===== src/rtl/arm_alu_seq_if.sv =====
// ---------------------------------------------------------------------------
// arm_alu_seq_if
// Handshake and data bundle between the register-file read stage, the
// registered ARM data-processing ALU and the writeback stage.
//
// Upstream (issue side):
//   in_valid/in_ready       operation handshake
//   op_code, mul, acc       operation select (ALU opcode, MUL, MLA)
//   set_flags, shifter_c    S bit and barrel-shifter carry-out
//   dataA, dataB, dataC     Rn, shifter operand, accumulator
// Downstream (writeback side):
//   out_valid/out_ready     result handshake
//   result, wr_en           registered result and register-write enable
//   N/Z/C/V_flag            architectural flag register
//
// The master modport is the surrounding pipeline; the slave modport is the ALU.
// ---------------------------------------------------------------------------
interface arm_alu_seq_if #(
    parameter int WIDTH = 32
);
    logic             in_valid;
    logic             in_ready;
    logic [3:0]       op_code;
    logic             mul;
    logic             acc;
    logic             set_flags;
    logic             shifter_c;
    logic [WIDTH-1:0] dataA;
    logic [WIDTH-1:0] dataB;
    logic [WIDTH-1:0] dataC;
    logic             out_valid;
    logic             out_ready;
    logic [WIDTH-1:0] result;
    logic             wr_en;
    logic             N_flag;
    logic             Z_flag;
    logic             C_flag;
    logic             V_flag;

    modport master (
        output in_valid, op_code, mul, acc, set_flags, shifter_c,
               dataA, dataB, dataC, out_ready,
        input  in_ready, out_valid, result, wr_en,
               N_flag, Z_flag, C_flag, V_flag
    );

    modport slave (
        input  in_valid, op_code, mul, acc, set_flags, shifter_c,
               dataA, dataB, dataC, out_ready,
        output in_ready, out_valid, result, wr_en,
               N_flag, Z_flag, C_flag, V_flag
    );
endinterface


===== src/rtl/arm_alu_seq.sv =====
// ---------------------------------------------------------------------------
// arm_alu_seq
// Registered ARM data-processing ALU with an iterative shift-add multiplier
// (MUL/MLA) and an internal NZCV flag register.
//
// Ports:
//   clk      rising-edge clock
//   reset_n  asynchronous active-low reset
//   bus      arm_alu_seq_if.slave: valid/ready operation input, valid/ready
//            result output, wr_en and the N/Z/C/V flag register
//
// ALU ops complete with latency 1 and may issue back to back. A multiply
// occupies the block for WIDTH cycles (one partial product per cycle) and
// its result appears WIDTH+1 cycles after accept.
// ---------------------------------------------------------------------------
module arm_alu_seq #(
    parameter int WIDTH  = 32,
    parameter bit MUL_EN = 1'b1
) (
    input  logic         clk,
    input  logic         reset_n,
    arm_alu_seq_if.slave bus
);

    localparam int               CNT_W     = $clog2(WIDTH);
    localparam logic [CNT_W-1:0] LAST_ITER = CNT_W'(WIDTH - 1);

    localparam logic [3:0] OP_AND = 4'b0000;
    localparam logic [3:0] OP_EOR = 4'b0001;
    localparam logic [3:0] OP_SUB = 4'b0010;
    localparam logic [3:0] OP_RSB = 4'b0011;
    localparam logic [3:0] OP_ADD = 4'b0100;
    localparam logic [3:0] OP_ADC = 4'b0101;
    localparam logic [3:0] OP_SBC = 4'b0110;
    localparam logic [3:0] OP_RSC = 4'b0111;
    localparam logic [3:0] OP_TST = 4'b1000;
    localparam logic [3:0] OP_TEQ = 4'b1001;
    localparam logic [3:0] OP_CMP = 4'b1010;
    localparam logic [3:0] OP_CMN = 4'b1011;
    localparam logic [3:0] OP_ORR = 4'b1100;
    localparam logic [3:0] OP_MOV = 4'b1101;
    localparam logic [3:0] OP_BIC = 4'b1110;
    localparam logic [3:0] OP_MVN = 4'b1111;

    typedef enum logic [0:0] {
        IDLE = 1'b0,
        MUL  = 1'b1
    } state_t;

    state_t           state;
    state_t           state_next;

    logic             in_ready;
    logic             mul_req;
    logic             accept;
    logic             alu_load;
    logic             mul_start;
    logic             mul_done;

    logic             out_valid_q;
    logic [WIDTH-1:0] result_q;
    logic             wr_en_q;
    logic             n_q;
    logic             z_q;
    logic             c_q;
    logic             v_q;

    logic [WIDTH-1:0] add_x;
    logic [WIDTH-1:0] add_y;
    logic             add_cin;
    logic             is_arith;
    logic             is_test;
    logic [WIDTH:0]   sum;
    logic [WIDTH-1:0] logic_res;
    logic [WIDTH-1:0] alu_res;
    logic             alu_c;
    logic             alu_v;

    logic [WIDTH-1:0] mul_a_q;
    logic [WIDTH-1:0] mul_b_q;
    logic [WIDTH-1:0] mul_c_q;
    logic             mul_acc_q;
    logic             mul_s_q;
    logic [WIDTH-1:0] mul_prod_q;
    logic [CNT_W-1:0] mul_cnt_q;
    logic [WIDTH-1:0] mul_sum;
    logic [WIDTH-1:0] mul_final;

    // With the multiplier compiled out the mul input is simply ignored.
    assign mul_req   = MUL_EN && bus.mul;
    assign accept    = bus.in_valid && in_ready;
    assign alu_load  = accept && !mul_req;
    assign mul_start = accept && mul_req;
    assign mul_done  = (state == MUL) && (mul_cnt_q == LAST_ITER);

    // State register; reset aborts any multiply in flight.
    always_ff @(posedge clk or negedge reset_n) begin
        if (!reset_n) begin
            state <= IDLE;
        end else begin
            state <= state_next;
        end
    end

    // Next-state logic: a multiply holds the block until its last iteration.
    always_comb begin
        state_next = state;
        case (state)
            IDLE: if (mul_start) state_next = MUL;
            MUL:  if (mul_done)  state_next = IDLE;
            default: state_next = IDLE;
        endcase
    end

    // Output logic: accept when idle and the result slot is free or being
    // drained this cycle, so consecutive ALU ops issue without a bubble.
    always_comb begin
        in_ready = 1'b0;
        if (reset_n && (state == IDLE)) begin
            in_ready = !out_valid_q || bus.out_ready;
        end
    end

    // Single-cycle datapath. Subtracts are formed as x + ~y + cin so that
    // the carry out is the ARM "no borrow" carry, and V is computed from the
    // operands actually fed to the adder. Logical ops take C from the
    // barrel shifter and leave V alone.
    always_comb begin
        add_x     = '0;
        add_y     = '0;
        add_cin   = 1'b0;
        is_arith  = 1'b0;
        logic_res = '0;
        case (bus.op_code)
            OP_AND, OP_TST: logic_res = bus.dataA & bus.dataB;
            OP_EOR, OP_TEQ: logic_res = bus.dataA ^ bus.dataB;
            OP_ORR:         logic_res = bus.dataA | bus.dataB;
            OP_MOV:         logic_res = bus.dataB;
            OP_BIC:         logic_res = bus.dataA & ~bus.dataB;
            OP_MVN:         logic_res = ~bus.dataB;
            OP_SUB, OP_CMP: begin
                add_x = bus.dataA;  add_y = ~bus.dataB; add_cin = 1'b1; is_arith = 1'b1;
            end
            OP_RSB: begin
                add_x = bus.dataB;  add_y = ~bus.dataA; add_cin = 1'b1; is_arith = 1'b1;
            end
            OP_ADD, OP_CMN: begin
                add_x = bus.dataA;  add_y = bus.dataB;  add_cin = 1'b0; is_arith = 1'b1;
            end
            OP_ADC: begin
                add_x = bus.dataA;  add_y = bus.dataB;  add_cin = c_q;  is_arith = 1'b1;
            end
            OP_SBC: begin
                add_x = bus.dataA;  add_y = ~bus.dataB; add_cin = c_q;  is_arith = 1'b1;
            end
            OP_RSC: begin
                add_x = bus.dataB;  add_y = ~bus.dataA; add_cin = c_q;  is_arith = 1'b1;
            end
            default: logic_res = '0;
        endcase

        sum = {1'b0, add_x} + {1'b0, add_y} + {{WIDTH{1'b0}}, add_cin};

        if (is_arith) begin
            alu_res = sum[WIDTH-1:0];
            alu_c   = sum[WIDTH];
            alu_v   = (add_x[WIDTH-1] == add_y[WIDTH-1]) &&
                      (sum[WIDTH-1] != add_x[WIDTH-1]);
        end else begin
            alu_res = logic_res;
            alu_c   = bus.shifter_c;
            alu_v   = v_q;
        end

        // TST/TEQ/CMP/CMN share the 10xx opcode quadrant.
        is_test = (bus.op_code[3:2] == 2'b10);
    end

    // Shift-add step: A is pre-shifted and B consumed LSB first, so each
    // cycle only needs a conditional add. The accumulator joins on the
    // final iteration.
    assign mul_sum   = mul_prod_q + (mul_b_q[0] ? mul_a_q : '0);
    assign mul_final = mul_sum + (mul_acc_q ? mul_c_q : '0);

    // Multiplier operand and partial-product registers.
    always_ff @(posedge clk or negedge reset_n) begin
        if (!reset_n) begin
            mul_a_q    <= '0;
            mul_b_q    <= '0;
            mul_c_q    <= '0;
            mul_acc_q  <= 1'b0;
            mul_s_q    <= 1'b0;
            mul_prod_q <= '0;
            mul_cnt_q  <= '0;
        end else if (mul_start) begin
            mul_a_q    <= bus.dataA;
            mul_b_q    <= bus.dataB;
            mul_c_q    <= bus.dataC;
            mul_acc_q  <= bus.acc;
            mul_s_q    <= bus.set_flags;
            mul_prod_q <= '0;
            mul_cnt_q  <= '0;
        end else if (state == MUL) begin
            mul_a_q    <= mul_a_q << 1;
            mul_b_q    <= mul_b_q >> 1;
            mul_prod_q <= mul_sum;
            mul_cnt_q  <= mul_done ? '0 : mul_cnt_q + 1'b1;
        end
    end

    // Result and flag registers. Flags commit on the same edge as the
    // result, so an ADC/SBC/RSC issued next cycle sees the new C.
    // A multiply only touches N and Z.
    always_ff @(posedge clk or negedge reset_n) begin
        if (!reset_n) begin
            out_valid_q <= 1'b0;
            result_q    <= '0;
            wr_en_q     <= 1'b0;
            n_q         <= 1'b0;
            z_q         <= 1'b0;
            c_q         <= 1'b0;
            v_q         <= 1'b0;
        end else if (alu_load) begin
            out_valid_q <= 1'b1;
            result_q    <= alu_res;
            wr_en_q     <= !is_test;
            if (bus.set_flags || is_test) begin
                n_q <= alu_res[WIDTH-1];
                z_q <= (alu_res == '0);
                c_q <= alu_c;
                v_q <= alu_v;
            end
        end else if (mul_done) begin
            out_valid_q <= 1'b1;
            result_q    <= mul_final;
            wr_en_q     <= 1'b1;
            if (mul_s_q) begin
                n_q <= mul_final[WIDTH-1];
                z_q <= (mul_final == '0);
            end
        end else if (bus.out_ready) begin
            out_valid_q <= 1'b0;
        end
    end

    assign bus.in_ready  = in_ready;
    assign bus.out_valid = out_valid_q;
    assign bus.result    = result_q;
    assign bus.wr_en     = wr_en_q;
    assign bus.N_flag    = n_q;
    assign bus.Z_flag    = z_q;
    assign bus.C_flag    = c_q;
    assign bus.V_flag    = v_q;

endmodule


===== src/flat_wrapper.sv =====
// flat-port wrapper written by rule: the top's interface ports become plain ports
module arm_alu_seq_flat 
#(
    parameter int WIDTH  = 32,
    parameter bit MUL_EN = 1'b1
)
  (clk, reset_n, bus_in_valid, bus_op_code, bus_mul, bus_acc, bus_set_flags, bus_shifter_c, bus_dataA, bus_dataB, bus_dataC, bus_out_ready, bus_in_ready, bus_out_valid, bus_result, bus_wr_en, bus_N_flag, bus_Z_flag, bus_C_flag, bus_V_flag);
  arm_alu_seq_if #(.WIDTH(WIDTH)) bus_i ();
  input  logic clk;
  input  logic reset_n;
  input wire logic [$bits(bus_i.in_valid)-1:0] bus_in_valid;
  input wire logic [$bits(bus_i.op_code)-1:0] bus_op_code;
  input wire logic [$bits(bus_i.mul)-1:0] bus_mul;
  input wire logic [$bits(bus_i.acc)-1:0] bus_acc;
  input wire logic [$bits(bus_i.set_flags)-1:0] bus_set_flags;
  input wire logic [$bits(bus_i.shifter_c)-1:0] bus_shifter_c;
  input wire logic [$bits(bus_i.dataA)-1:0] bus_dataA;
  input wire logic [$bits(bus_i.dataB)-1:0] bus_dataB;
  input wire logic [$bits(bus_i.dataC)-1:0] bus_dataC;
  input wire logic [$bits(bus_i.out_ready)-1:0] bus_out_ready;
  output wire logic [$bits(bus_i.in_ready)-1:0] bus_in_ready;
  output wire logic [$bits(bus_i.out_valid)-1:0] bus_out_valid;
  output wire logic [$bits(bus_i.result)-1:0] bus_result;
  output wire logic [$bits(bus_i.wr_en)-1:0] bus_wr_en;
  output wire logic [$bits(bus_i.N_flag)-1:0] bus_N_flag;
  output wire logic [$bits(bus_i.Z_flag)-1:0] bus_Z_flag;
  output wire logic [$bits(bus_i.C_flag)-1:0] bus_C_flag;
  output wire logic [$bits(bus_i.V_flag)-1:0] bus_V_flag;
  assign bus_i.in_valid = bus_in_valid;
  assign bus_i.op_code = bus_op_code;
  assign bus_i.mul = bus_mul;
  assign bus_i.acc = bus_acc;
  assign bus_i.set_flags = bus_set_flags;
  assign bus_i.shifter_c = bus_shifter_c;
  assign bus_i.dataA = bus_dataA;
  assign bus_i.dataB = bus_dataB;
  assign bus_i.dataC = bus_dataC;
  assign bus_i.out_ready = bus_out_ready;
  assign bus_in_ready = bus_i.in_ready;
  assign bus_out_valid = bus_i.out_valid;
  assign bus_result = bus_i.result;
  assign bus_wr_en = bus_i.wr_en;
  assign bus_N_flag = bus_i.N_flag;
  assign bus_Z_flag = bus_i.Z_flag;
  assign bus_C_flag = bus_i.C_flag;
  assign bus_V_flag = bus_i.V_flag;
  arm_alu_seq #(.WIDTH(WIDTH), .MUL_EN(MUL_EN)) u_core (.clk(clk), .reset_n(reset_n), .bus(bus_i));
endmodule

===== config.mk =====
export PLATFORM = sky130hd
export DESIGN_NAME = arm_alu_seq_flat
export DESIGN_NICKNAME = d
export VERILOG_FILES = /design/src/rtl/arm_alu_seq_if.sv /design/src/rtl/arm_alu_seq.sv /design/src/flat_wrapper.sv
export SDC_FILE = /design/constraint.sdc
export NUM_CORES = 1
export LEC_CHECK = 0
export ABC_AREA = 0
export CAP_MARGIN = 25
export CORE_AREA = 2 2 204 206
export DETAILED_ROUTE_END_ITERATION = 8
export DIE_AREA = 0 0 206 208
export RECOVER_POWER = 50
export SKIP_CTS_REPAIR_TIMING = 1
export SLEW_MARGIN = 20
export SYNTH_ARGS = -nofsm -noshare
export SYNTH_HDL_FRONTEND = slang
export SYNTH_SLANG_ARGS = --single-unit

===== constraint.sdc =====
create_clock -name clk -period 5.58 [get_ports clk]
set_input_delay 0.837 -clock clk [delete_from_list [all_inputs] [get_ports clk]]
set_output_delay 0.837 -clock clk [all_outputs]
set_load 0.005 [all_outputs]

==> out/metrics.csv, run 1 <==
metric,value,unit
status,"complete, but fails checks",
violated checks,"max-capacitance violations, max-slew violations",
Final Max Tran Viols,144,
root buf cell,clkbuf_16,
Critical Path Source,u_core.mul_b_q[0],
R2R Setup Slk,0.25,ns
Critical Path Most Common Cell,a21o_1,
pwr/cell area,434,nW/um^2
Avg Inst Size Synth,7.72,sq um
Top Family by Delay on Critical Path,compound AO/OA/AOI/OAI gates,
post-layout util,0.479,
min cycle time layout,5.33,ns
Hold Path Class,reg -> reg,
Crit. End Element,flip-flop,
post-route setup slack,0.252,ns
Total GRT Usage,0.260,
Synth Cell Area,16100,sq um
LEAKAGE,9.31,nW
Multi-input gate area,10900,sq um
worst slew pin tran,2.66,ns
ANT nets after route,0,
die extent in x,206,um
Core ar.,40600,sq um
worst relative slew slack,-0.776,
initial antenna violation count,0,
gpl congestion,0.963,
critical path peak fanout,7,
routed via count,16200,
CTS Buf Count,17,
syn nets,2330,
Clock Sinks,174,
clock buffer depth,2,
Post-Route WL,56000,um
Synth top area share,0.270,
leading post-synthesis cells by cell area,"dfrtp_1 (27%), nand2_1 (10%), ha_1 (9.7%), o21ai_0 (5.9%), xnor2_1 (3.4%)",
worst min-delay path startpoint,u_core.mul_c_q[4],
IO Port Bufs,146,
vias per cell,5.79,
number of enable flip-flop cells after synthesis,0,
CP required,5.97,ns
Clock Latency Late Sink,0.46,ns
DRC errors left,0,
wire per inst,20.0,um
pre-CTS WS,-0.175,ns
nets@finish,2490,
sequential area share after synthesis,0.270,
critical path's slowest cell,dfrtp_2,
largest net degree at the start of global routing,68,
"count leader, synth",nand2_1,
max-cap violation count,4,
Final period util,0.955,
Die ar.,42800,sq um
row cnt,74,
Synth Flop Type,dfrtp_1,
vias in the first global route,15300,
Yosys reg bits,174,
Area growth syn-to-layout,20.4,%
FF-to-FF Start,u_core.mul_b_q[0],
final hold viol count,0,
Synth top cells by count,"nand2_1 (439), o21ai_0 (189), dfrtp_1 (174)",
Crit Path Class,reg -> reg,
CP startpoint kind,flip-flop,
VDD IR-drop max,0.201,mV
post-synthesis cell count,2093,
DRT iter0 DRCs,1447,
gr ovfl total,0,
Initial Utilization,0.398,
H-tree levels,4,
final setup violation count,0,
Worst-path clk slew,0.07,ns
layout cells sized above 1,0.0949,
chip height,208,um
num ports,147,
first-pass GRT wire length,87700,um
synth warn,0,
DP Wirelength,43000,um
Overall Power,0.00844,W
Critical path buffers and inverters,0,
"Largest stage delay, worst path",0.44,ns
asr flop ratio synth,1.00,
Fill cells,4003,
max frequency,188,MHz
data arrival time of the critical path,5.72,ns
hold slack,0.472,ns
CTS tree,yes,
Sequential Area,4360,sq um
final worst clock skew,0.0161,ns
first drt pass iteration count,9,
Netlist cell types,91,
largest area contributor in the netlist,dfrtp_1,
==> worst min-delay path, cell delays in order, from the launching register on <==
cell,delay [ns]
dfrtp_1,0.34
nand2_1,0.05
nand2_1,0.05
==> path summary, 6_finish.rpt <==
check,endpoint,cells after the start
max,u_core.bus.Z_flag,25
min,u_core.mul_c_q[4],2
max reg2reg,u_core.bus.Z_flag,25
min reg2reg,u_core.mul_c_q[4],2
max in group asynchronous,u_core.state,4
min in group asynchronous,u_core.bus.result[12],2
==> routing by layer <==
metal / track usage / part of all wire / vias to the layer above
li1: - / - / 7819
met1: 0.385 / 0.47 / 7770
met5: 0 / 0 / -
met4: 0.0796 / 0.028 / 0
met2: 0.392 / 0.44 / 559
met3: 0.0331 / 0.059 / 72
==> cell usage in the layout (no fill, tap or decap), types with 68 or more instances in the layout <==
master | netlist | final
nor2_1 | 83 | 81
ha_1 | 125 | 124
clkdlybuf4s50_1 | 0 | 105
inv_1 | 88 | 88
nand2_1 | 439 | 439
a22oi_1 | 68 | 68
buf_4 | 0 | 139
dfrtp_1 | 174 | 172
o21ai_0 | 189 | 184
a21oi_1 | 107 | 105
==> flip-flops by register name, indices dropped and copies added, names as in the netlist <==
signal,flops
u_core.bus.C_flag,1
u_core.bus.N_flag,1
u_core.bus.V_flag,1
u_core.bus.Z_flag,1
u_core.bus.out_valid,1
u_core.bus.result,32
u_core.bus.wr_en,1
u_core.mul_a_q,32
u_core.mul_acc_q,1
u_core.mul_b_q,32
u_core.mul_c_q,32
u_core.mul_cnt_q,5
u_core.mul_prod_q,32
u_core.mul_s_q,1
u_core.state,1
==> power by group <==
| part | total (W) | internal [W] | switching [W] |
|---|---|---|---|
| Clock | 0.00134 | 0.000774 | 0.000562 |
| Combinational | 0.00485 | 0.00217 | 0.00268 |
| Sequential | 0.00226 | 0.00182 | 0.000432 |
| Total | 0.00844 | 0.00476 | 0.00368 |
==> cells by family (layout without fill, tap and decap cells) <==
kind of cell	Yosys count	after routing	share of synthesized area
compound gates	632	632	0.258
xor+xnor	103	103	0.0630
fa+ha+maj	131	131	0.103
buf+inv	236	409	0.0574
flops	174	174	0.270
mux	50	50	0.0313
other cells	0	2	0
simple gates	767	767	0.217
==> cell type report <==
type                    count  area share
clock inverters            10     0.00830
clock buffers              22      0.0239
diodes                      2    0.000257
repair buffers            289       0.129
flip-flops and latches    174       0.224
well taps                 532      0.0342
inverters                  88      0.0170
multi-input cells        1683       0.563
==> metrics by stage <==
step                      TNS [ns]  area, sq um  std cells
after floorplan                  0        16200       2093
after global placement      -0.128        18700       2760
after detailed placement    -0.237        18700       2760
after CTS                        0        19400       2792
after global routing       -0.0405        19400       2798
final                            0        19400       2800
Power figures use the tool's default switching activity.
==> inputs of run 2 (changes only) <==
--- a/config.mk
+++ b/config.mk
@@ -7,12 +7,13 @@
 export LEC_CHECK = 0
 export ABC_AREA = 0
 export CAP_MARGIN = 25
-export CORE_AREA = 2 2 204 206
+export CORE_AREA = 2 2 191 193
 export DETAILED_ROUTE_END_ITERATION = 8
-export DIE_AREA = 0 0 206 208
+export DIE_AREA = 0 0 193 195
+export PLACE_DENSITY = 0.68
 export RECOVER_POWER = 50
 export SKIP_CTS_REPAIR_TIMING = 1
-export SLEW_MARGIN = 20
+export SLEW_MARGIN = 15
 export SYNTH_ARGS = -nofsm -noshare
 export SYNTH_HDL_FRONTEND = slang
 export SYNTH_SLANG_ARGS = --single-unit
==> run 2 against run 1 <==
  * The run still ends with max-capacitance violations, max-slew violations left
  * Fmax decreased by 1.0%
  * Worst setup slack got worse by 0.056 ns
  * Sequential power about the same
  * Register-to-register slack got worse by 0.06 ns
  * Count of clock-buffer cells in the layout decreased by 4
  * Final cell count decreased by 3.4%
  * Total power decreased by 1.8%
  * Routed wire length decreased by 4.1%
  * Combinational power about the same
==> out/metrics.csv, run 2 (synthesis results as in run 1) <==
metric,value,unit,change
status,"complete, but fails checks",,
violated checks,"max-capacitance violations, max-slew violations",,
FF-to-FF Start,u_core.mul_b_q[0],,
final worst clock skew,0.0148,ns,-0.00124 ns
clock buffer depth,2,,unchanged
Top Family by Delay on Critical Path,compound AO/OA/AOI/OAI gates,,
RSZ-0062 raised after global routing,true,,
setup total negative slack,0,ns,unchanged
CP startpoint kind,flip-flop,,
DP Wirelength,41100,um,-4.5%
worst relative slew slack,-1.09,,-0.312
pwr/cell area,432,nW/um^2,-0.53%
Core ar.,35400,sq um,-13%
initial antenna violation count,0,,unchanged
Worst-path clk slew,0.08,ns,about the same
nets@finish,2469,,-0.84%
final hold viol count,0,,unchanged
Overall Power,0.00829,W,-1.8%
min cycle time layout,5.38,ns,+0.0562 ns
Critical Path Most Common Cell,o211ai_1,,
largest net degree at the start of global routing,81,,+19%
worst slew pin tran,3.13,ns,+0.468 ns
max-cap violation count,2,,-2
Initial Utilization,0.456,,+0.0580
"Critical Path, Cell by Cell",buf_6 > and2_1 > ha_2 > o211ai_1 > o211ai_1 > nand2_1 > o21a_1 > o21ai_1 > xor2_1 > ha_1 > a21oi_1 > nor2b_1 > o21ai_0 > nand2b_1 > a221oi_2 > maj3_2 > o211ai_1 > a311o_1 > o211ai_2 > o211ai_2 > xnor3_1 > mux2i_1 > mux2_1,,
most frequent cells in the layout,"nand2_1 (438), o21ai_0 (185), dfrtp_1 (172)",,
"Largest stage delay, worst path",0.44,ns,about the same
DRT iter0 DRCs,1682,,+16%
Min-Delay Path Depth,2,,unchanged
CTS tree,yes,,
post-route setup slack,0.196,ns,-0.0562 ns
Total GRT Usage,0.284,,+0.0241
first-pass GRT wire length,84400,um,-3.7%
Hold Path Class,reg -> reg,,
CTS Buf Count,17,,unchanged
"leading cell type in the layout, fill and taps excluded",nand2_1,,
chip height,195,um,-6.3%
IO Port Bufs,146,,unchanged
Critical Path Source,u_core.mul_b_q[0],,
reg-to-reg critical path endpoint,u_core.bus.result[31],,
routed via count,16200,,unchanged
Crit. End Element,flip-flop,,
gpl congestion,0.953,,-1.1%
max frequency,186,MHz,-1.0%
LEAKAGE,9.19,nW,-1.2%
row cnt,69,,-6.8%
Sequential Area,4360,sq um,unchanged
R2R Setup Slk,0.20,ns,-0.06 ns
Clock Sinks,174,,unchanged
Crit Path Class,reg -> reg,,
DRC errors left,0,,unchanged
layout cells sized above 1,0.0931,,-0.00179
critical path's slowest cell,dfrtp_2,,
die extent in x,193,um,-6.3%
ANT nets after route,0,,unchanged
Multi-input gate area,11000,sq um,+0.32%
num ports,147,,unchanged
worst min-delay path startpoint,u_core.mul_c_q[0],,
Fill cells,3366,,-16%
root buf cell,clkbuf_16,,
Final Max Tran Viols,111,,-23%
critical path peak fanout,27,,+20
VDD IR-drop max,0.213,mV,+6.2%
vias per cell,5.99,,+3.5%
Clock Latency Late Sink,0.46,ns,about the same
vias in the first global route,15200,,-0.77%
post-layout util,0.542,,+0.0631
pre-CTS WS,-0.0430,ns,+0.132 ns
Area growth syn-to-layout,18.9,%,
Die ar.,37600,sq um,-12%
reg2reg path depth,23,,-8.0%
ANT cells,0,,-2
final setup violation count,0,,unchanged
H-tree levels,4,,unchanged
Critical path buffers and inverters,1,,+1
CP required,5.92,ns,-0.05 ns
gr ovfl total,0,,unchanged
Hold EP,u_core.mul_c_q[0],,
data arrival time of the critical path,5.73,ns,about the same
Post-Route WL,53700,um,-4.1%
wire per inst,19.8,um,-0.76%
Final period util,0.965,,+0.0101
first drt pass iteration count,8,,-1
[run 2: cell types whose count changed in the layout (fill, tap and decap cells not counted), moves of 3 or more]
cell,delta
a21oi_1,-4
bufinv_16,-4
ha_2,+3
buf_4,-21
ha_1,-3
inv_6,+6
inv_8,+4
clkinvlp_4,-3
a21oi_2,+4
clkbuf_1,-5
[run 2: routing by layer]
| metal | vias up | share of wire | GRT usage |
|---|---|---|---|
| li1 | 7789 | - | - |
| met2 | 669 | 0.45 | 0.437 |
| met1 | 7689 | 0.46 | 0.419 |
| met5 | - | 0 | 0 |
| met3 | 73 | 0.073 | 0.0361 |
| met4 | 0 | 0.022 | 0.0746 |
[run 2: power breakdown]
part           leakage [nW]  switching [W]  internal (W)  total (W)
sequential             2.22       0.000416       0.00182    0.00224
clock                 0.287       0.000618      0.000609    0.00123
combinational          6.68        0.00267       0.00216    0.00483
[run 2: how the worst max path moves through the flow]
| stage | end | depth (start not counted) |
|---|---|---|
| floorplan | u_core.bus.Z_flag | 23 |
| global placement | u_core.bus.Z_flag | 22 |
| detailed placement | u_core.bus.Z_flag | 22 |
| CTS | u_core.bus.Z_flag | 25 |
| global route | u_core.bus.N_flag | 23 |
| finish | u_core.bus.result[31] | 23 |
[run 2: layout make-up]
cell class              instances  area share
repair buffers                268       0.124
multi-input cells            1683       0.572
clock buffers                  18      0.0229
flip-flops and latches        174       0.227
clock inverters                14     0.00730
well taps                     461      0.0300
inverters                      88      0.0172
[run 2: per-stage QoR]
stage	area (sq um)	std cells	hold WS (ns)
after detailed placement	18500	2666	0.459
after global placement	18500	2666	0.452
final	19200	2706	0.474
after global routing	19200	2706	0.494
after floorplan	16200	2093	0.438
after CTS	19100	2698	0.479
[run 2: worst reg2reg max path: stages (launching register included)]
cell	delay, ns
dfrtp_2	0.44
buf_6	0.17
and2_1	0.17
ha_2	0.38
o211ai_1	0.12
o211ai_1	0.28
nand2_1	0.13
o21a_1	0.22
o21ai_1	0.15
xor2_1	0.30
ha_1	0.34
a21oi_1	0.20
nor2b_1	0.07
o21ai_0	0.16
nand2b_1	0.12
a221oi_2	0.27
maj3_2	0.27
o211ai_1	0.16
a311o_1	0.32
o211ai_2	0.10
o211ai_2	0.12
xnor3_1	0.35
mux2i_1	0.11
mux2_1	0.30
